<file path="src/rtl/commonlib_demuxn_reg.sv">
// commonlib_demuxn_reg: registered 1-to-N valid/ready stream demultiplexer
// with a one-entry holding register per lane and out-of-range drop counting.
module commonlib_demuxn_reg #(
  parameter int N     = 5,
  parameter int width = 32,
  parameter int SELW  = (N > 1) ? $clog2(N) : 1
) (
  input  logic             clk,
  input  logic             arst,
  input  logic [width-1:0] in_data,
  input  logic [SELW-1:0]  in_sel,
  input  logic             in_valid,
  output logic             in_ready,
  output logic [width-1:0] out_data [N-1:0],
  output logic [N-1:0]     out_valid,
  input  logic [N-1:0]     out_ready,
  output logic [7:0]       drop_count,
  output logic             drop_pulse
);

  logic [N-1:0] sel_hot;
  logic [N-1:0] stall;
  logic [N-1:0] load;
  logic [N-1:0] drain;
  logic         hit;
  logic         accept;
  logic         drop;

  // One-hot decode; an out-of-range select matches no lane.
  always_comb begin
    sel_hot = '0;
    for (int i = 0; i < N; i++) begin
      sel_hot[i] = (in_sel == SELW'(i));
    end
  end

  assign hit      = |sel_hot;
  assign stall    = sel_hot & out_valid & ~out_ready;
  assign in_ready = ~|stall;
  assign accept   = in_valid & in_ready;
  assign load     = sel_hot & {N{accept}};
  assign drain    = out_valid & out_ready;
  assign drop     = accept & ~hit;

  always_ff @(posedge clk or posedge arst) begin
    if (arst) begin
      out_valid <= '0;
      for (int i = 0; i < N; i++) begin
        out_data[i] <= '0;
      end
    end else begin
      // A load wins over a drain, so a full lane can refill with no bubble.
      out_valid <= load | (out_valid & ~drain);
      for (int i = 0; i < N; i++) begin
        if (load[i]) begin
          out_data[i] <= in_data;
        end
      end
    end
  end

  always_ff @(posedge clk or posedge arst) begin
    if (arst) begin
      drop_count <= '0;
      drop_pulse <= 1'b0;
    end else begin
      drop_pulse <= drop;
      if (drop && drop_count != 8'hFF) begin
        drop_count <= drop_count + 8'd1;
      end
    end
  end

endmodule
</file>
<file path="config.mk">
export PLATFORM = sky130hd
export DESIGN_NAME = commonlib_demuxn_reg
export DESIGN_NICKNAME = d
export VERILOG_FILES = /design/src/rtl/commonlib_demuxn_reg.sv
export SDC_FILE = /design/constraint.sdc
export NUM_CORES = 1
export LEC_CHECK = 0
export ABC_AREA = 1
export CORE_UTILIZATION = 25
export DETAILED_ROUTE_END_ITERATION = 12
export GPL_ROUTABILITY_DRIVEN = 0
export SLEW_MARGIN = 15
export SYNTH_ARGS = -nofsm -noshare
export SYNTH_HDL_FRONTEND = slang
export SYNTH_SLANG_ARGS = --single-unit
</file>
<file path="constraint.sdc">
create_clock -name clk -period 16.1 [get_ports clk]
set_input_delay 1.61 -clock clk [delete_from_list [all_inputs] [get_ports clk]]
set_output_delay 1.61 -clock clk [all_outputs]
set_load 0.02 [all_outputs]
</file>
# Word-level counts from Yosys, hierarchy flattened
# Cells that the tools add are included.
totals:
  in_bits: 43
  register_bits: 174
  output_inout_bits: 175
classes:
  reduce_logical: 5
  add_sub_neg: 1
  n_bitwise: 11
  eq_ne: 5
ops:
  columns: ["operator", "count"]
  rows:
  - ["$and A5 B5 Y5", 5]
  - ["$not A5 Y5", 2]
  - ["$reduce_or A5 Y1", 2]
  - ["$add A8 B1 Y8 const B", 1]
  - ["$ne A8 B8 Y1 const B", 1]
  - ["$eq A3 B2 Y1 const B", 2]
  - ["$or A5 B5 Y5", 1]
  - ["$eq A3 B1 Y1 const B", 1]
  - ["$eq A3 B3 Y1 const B", 1]
  - ["$logic_not A3 Y1", 1]
  - ["$and A1 B1 Y1", 2]
  - ["$logic_and A1 B1 Y1", 1]
  - ["$logic_not A1 Y1", 1]
  - ["$not A1 Y1", 1]

# Longest topological paths before layout
depth:
  ltp_word: 8
  depth_mapped: 10
  ltp_nobuf: 8

# Worst setup path after synthesis
# Ideal clock, no wire load.
synth_timing:
  path_kind: "input to output"
  start: "input port in_sel[2]"
  end: "output port in_ready"
  setup_slack_ns: 12.250
  path_buffers: 1
  cell_stages: 5
  arrival_time_ns: 2.240
  required_ns: 14.490
  cell_sequence: "buf_2 -> inv_1 -> nand3_1 -> nand2_2 -> nor2_8"
synth_via:
  elab_chain_len: 5
  word_cells_on_any_way: 9
  classes_between: "eq/ne (4); bitwise (2); reduce/logical (3)"
synth_rtl:
  columns: ["element", "line", "rtl"]
  rows:
  - ["start: declaration", "11", "input logic [SELW-1:0] in_sel,"]
  - ["$eq A3 B1 Y1, or another cell as far along", "33", "sel_hot[i] = (in_sel == SELW'(i));"]
  - ["$and A5 B5 Y5 (*) (2 in series)", "38", "assign stall = sel_hot & out_valid & ~out_ready;"]
  - ["$reduce_or A5 Y1 (*)", "39", "assign in_ready = ~|stall;"]
  - ["$logic_not A1 Y1 (*)", "39", null]
  - ["end: declaration", "13", "output logic in_ready,"]
# Mark *: on every way between the ends. The rest lies on a longest branch, timed or not.

# Worst setup path after layout
# Ends and elaborated chain as after synthesis.

==> results.cfg <==
[logic_synthesis]
seq_area_frac_synth_pct = 62.17
synth_warnings = 0
syn_inst = 654
ys_types = 23
synth-seq-cells = 174
syn_area_per_cell_um2 = 10.71
yosysTopAreaCell = dfrtp_1
syn_area_mm2 = 0.007004
synth_area_leaders = dfrtp_1 62%, nand2_1 9.8%, o21ai_2 8.8%, buf_6 4.8%, o21ai_1 4.7%
yosysTopAreaCellShare_pct = 62.17
synth_fp_nets = 698

[timing]
finalCritPeriodShare_pct = 31.71
max_freq_mhz = 195.9
final_hold_viol_count = 0
skew_ns = 0.006906
min_period_ns = 5.105
slew_headroom_pct = 35.11
worst_slew_pin_slew_ns = 0.9734
setup_tns_ns = 0
drv_slew = 0
rsz0062_at_grt = no
setup_viol = 0

[pwr]
finalPower_mw = 1.429
ir_drop_mv = 0.04864
p_leak_nw = 4.439
cellPowerDensity_mw_per_mm2 = 144.3

[die]
die_h_um = 169.4
die_x_um = 169.4
design.die.area_mm2 = 0.02869
ioPinCount = 218
initial_core_util_pct = 25.70
core_area_mm2 = 0.02725
num_rows = 60

[status]
status = completed

[global_routing]
grt_overflow = 0
antenna_found_initial = 0
grt_max_degree = 103
grt_pass1_wl_um = 29840
grt_use_total_pct = 13.35
grt_pass1_vias = 5254

[layout]
final_cell_mix = 217 x clkdlybuf4s50_1, 182 x nand2_1, 174 x dfrtp_1, 70 x o21ai_2, 66 x o21ai_1
n_antenna_cell = 0
mostFrequentLayoutCell = clkdlybuf4s50_1
drive_above_1_share_pct = 13.38
fill_cells = 2788
stdcell_count = 1239
finalNetCount = 898
area_growth_pct = 41.34

[drt]
viasPerCell = 4.127
avgRoutedWirePerCell_um = 14.93
routed_wl_um = 18500
wl_met1_um = 8449
first_pass_iters = 5
vias = 5113
drc = 0
drtAntennaViolNets = 0
wl_met2_um = 8707
dr.max_layer_used = met4
wl_met3_um = 1232
first_iter_violations = 281

[worst_setup_path]
crit_type = input port to primary output
critPathMaxStageDelay_ns = 0.65
worstRegToRegCells = 7
critPathMostFrequentCell = clkdlybuf4s50_1
r2r_end = out_data[151]$_DFFE_PP0P_
rr_startpoint = out_valid[3]$_DFF_PP0_
rrSetupSlack_ns = 13.73
cp_cell_sequence = clkdlybuf4s50_1 -> inv_1 -> nand3_1 -> nand2_2 -> nor2_8 -> clkdlybuf4s50_1
critPathArrivalTime_ns = 3.50
worstPathRequired_ns = 14.49
crit_path_start_kind = input port
path_max_fanout = 8
critPathCaptureType = primary output
slowest_stage = clkdlybuf4s50_1
crit_path_end = in_ready
crit_start = in_sel[2]

[cts]
ctsHtreeMaxLevel = 4
post_cts_resized = 0
cts_setup_buffers = 0
cts_tree = yes
clk_pin_slew_worst_paths_ns = 0.07
cts_inserted_buffers = 17
cts-root-buf = clkbuf_16
postCtsHoldBufs = 0
cts.path.max_buffers = 2
clock_latency_ns = 0.41
clock-sinks = 174

[worst_hold_path]
hold_class = register to register

[placement]
dp_hpwl_um = 11840
dp.cells = 1207
io_buffers = 217

[run]
cap_violations = 0
[cell type report]
| class | count | area, um2 | share of cell area [%] |
|---|---|---|---|
| clock buffer | 17 | 425.4 | 4.297 |
| clock inverter | 15 | 151.4 | 1.529 |
| inverter | 46 | 177.7 | 1.795 |
| multi-input combinational | 397 | 2146 | 21.68 |
| sequential | 174 | 4354 | 43.98 |
| tap | 372 | 465.4 | 4.702 |
| timing repair buffer | 218 | 2180 | 22.02 |
[worst min path at each step]
stage                                      to  slack, ns                       from  cells past startpoint
finish               out_data[62]$_DFFE_PP0P_       0.48   out_data[62]$_DFFE_PP0P_                      2
global route        out_data[142]$_DFFE_PP0P_       0.50  out_data[142]$_DFFE_PP0P_                      2
CTS                  out_data[28]$_DFFE_PP0P_       0.49   out_data[28]$_DFFE_PP0P_                      2
detailed placement   out_data[39]$_DFFE_PP0P_       0.47   out_data[39]$_DFFE_PP0P_                      2
global placement     out_data[44]$_DFFE_PP0P_       0.46   out_data[44]$_DFFE_PP0P_                      2
floorplan           out_data[147]$_DFFE_PP0P_       0.59  out_data[147]$_DFFE_PP0P_                      2
[worst max-delay path, delay by kind of cell]
family / cells / cell delay (ns)
buffers and inverters: 3 / 1.42
AND/OR/NAND/NOR: 3 / 0.48
[per-layer routing]
metal	GRT usage, %	up-vias
li1	-	2538
met1	17.19	2427
met3	4.221	6
met2	21.72	142
met4	3.173	0
met5	0	-
[through the flow]
| stage | hold slack, ns | utilization (%) | cell area [um2] | setup WS, ns |
|---|---|---|---|---|
| 2_1_floorplan | 0.5857 | - | 7004 | 9.773 |
| 3_3_place_gp | 0.4641 | 34.21 | 9323 | 11.05 |
| 3_5_place_dp | 0.4674 | 34.21 | 9323 | 11.00 |
| 4_1_cts | 0.4858 | 36.33 | 9899 | 11.00 |
| 5_1_grt | 0.5007 | 36.33 | 9899 | 10.89 |
| 6_report | 0.4826 | 36.33 | 9899 | 10.99 |
[report_power, final]
part / switching, mW / internal [mW] / total, mW
Combinational: 0.237 / 0.209 / 0.446
Clock: 0.199 / 0.206 / 0.405
Sequential: 0.0520 / 0.526 / 0.578
[registers in the layout (all words and copies together), names as in the netlist]
name        count
drop_count      8
drop_pulse      1
out_data      160
out_valid       5
[cells by family after synthesis]
family	share of synthesized area (%)
AND/OR/NAND/NOR	13.63
flip-flops	62.17
AO/OA/AOI/OAI	15.54
buffers and inverters	7.735
XOR/XNOR	0.7503
adder cells (fa/ha/maj)	0.1786
[cell usage after synthesis]
cell type  number
nand2_1       182
dfrtp_1       174
o21ai_2        70
o21ai_1        66
inv_1          46
buf_6          30
o21ai_0        29
nand4_1        10
nor2_1         10
nand3_1         6
nand3_2         6
nor3_1          4
xor2_1          4
buf_2           3
clkbuf_1        3
nor2_2          3
xnor2_1         2
and3_1          1
clkbuf_2        1
ha_1            1
nand2_2         1
nor2_8          1
nor3_2          1
No activity file was read; power rests on OpenSTA's default activity.
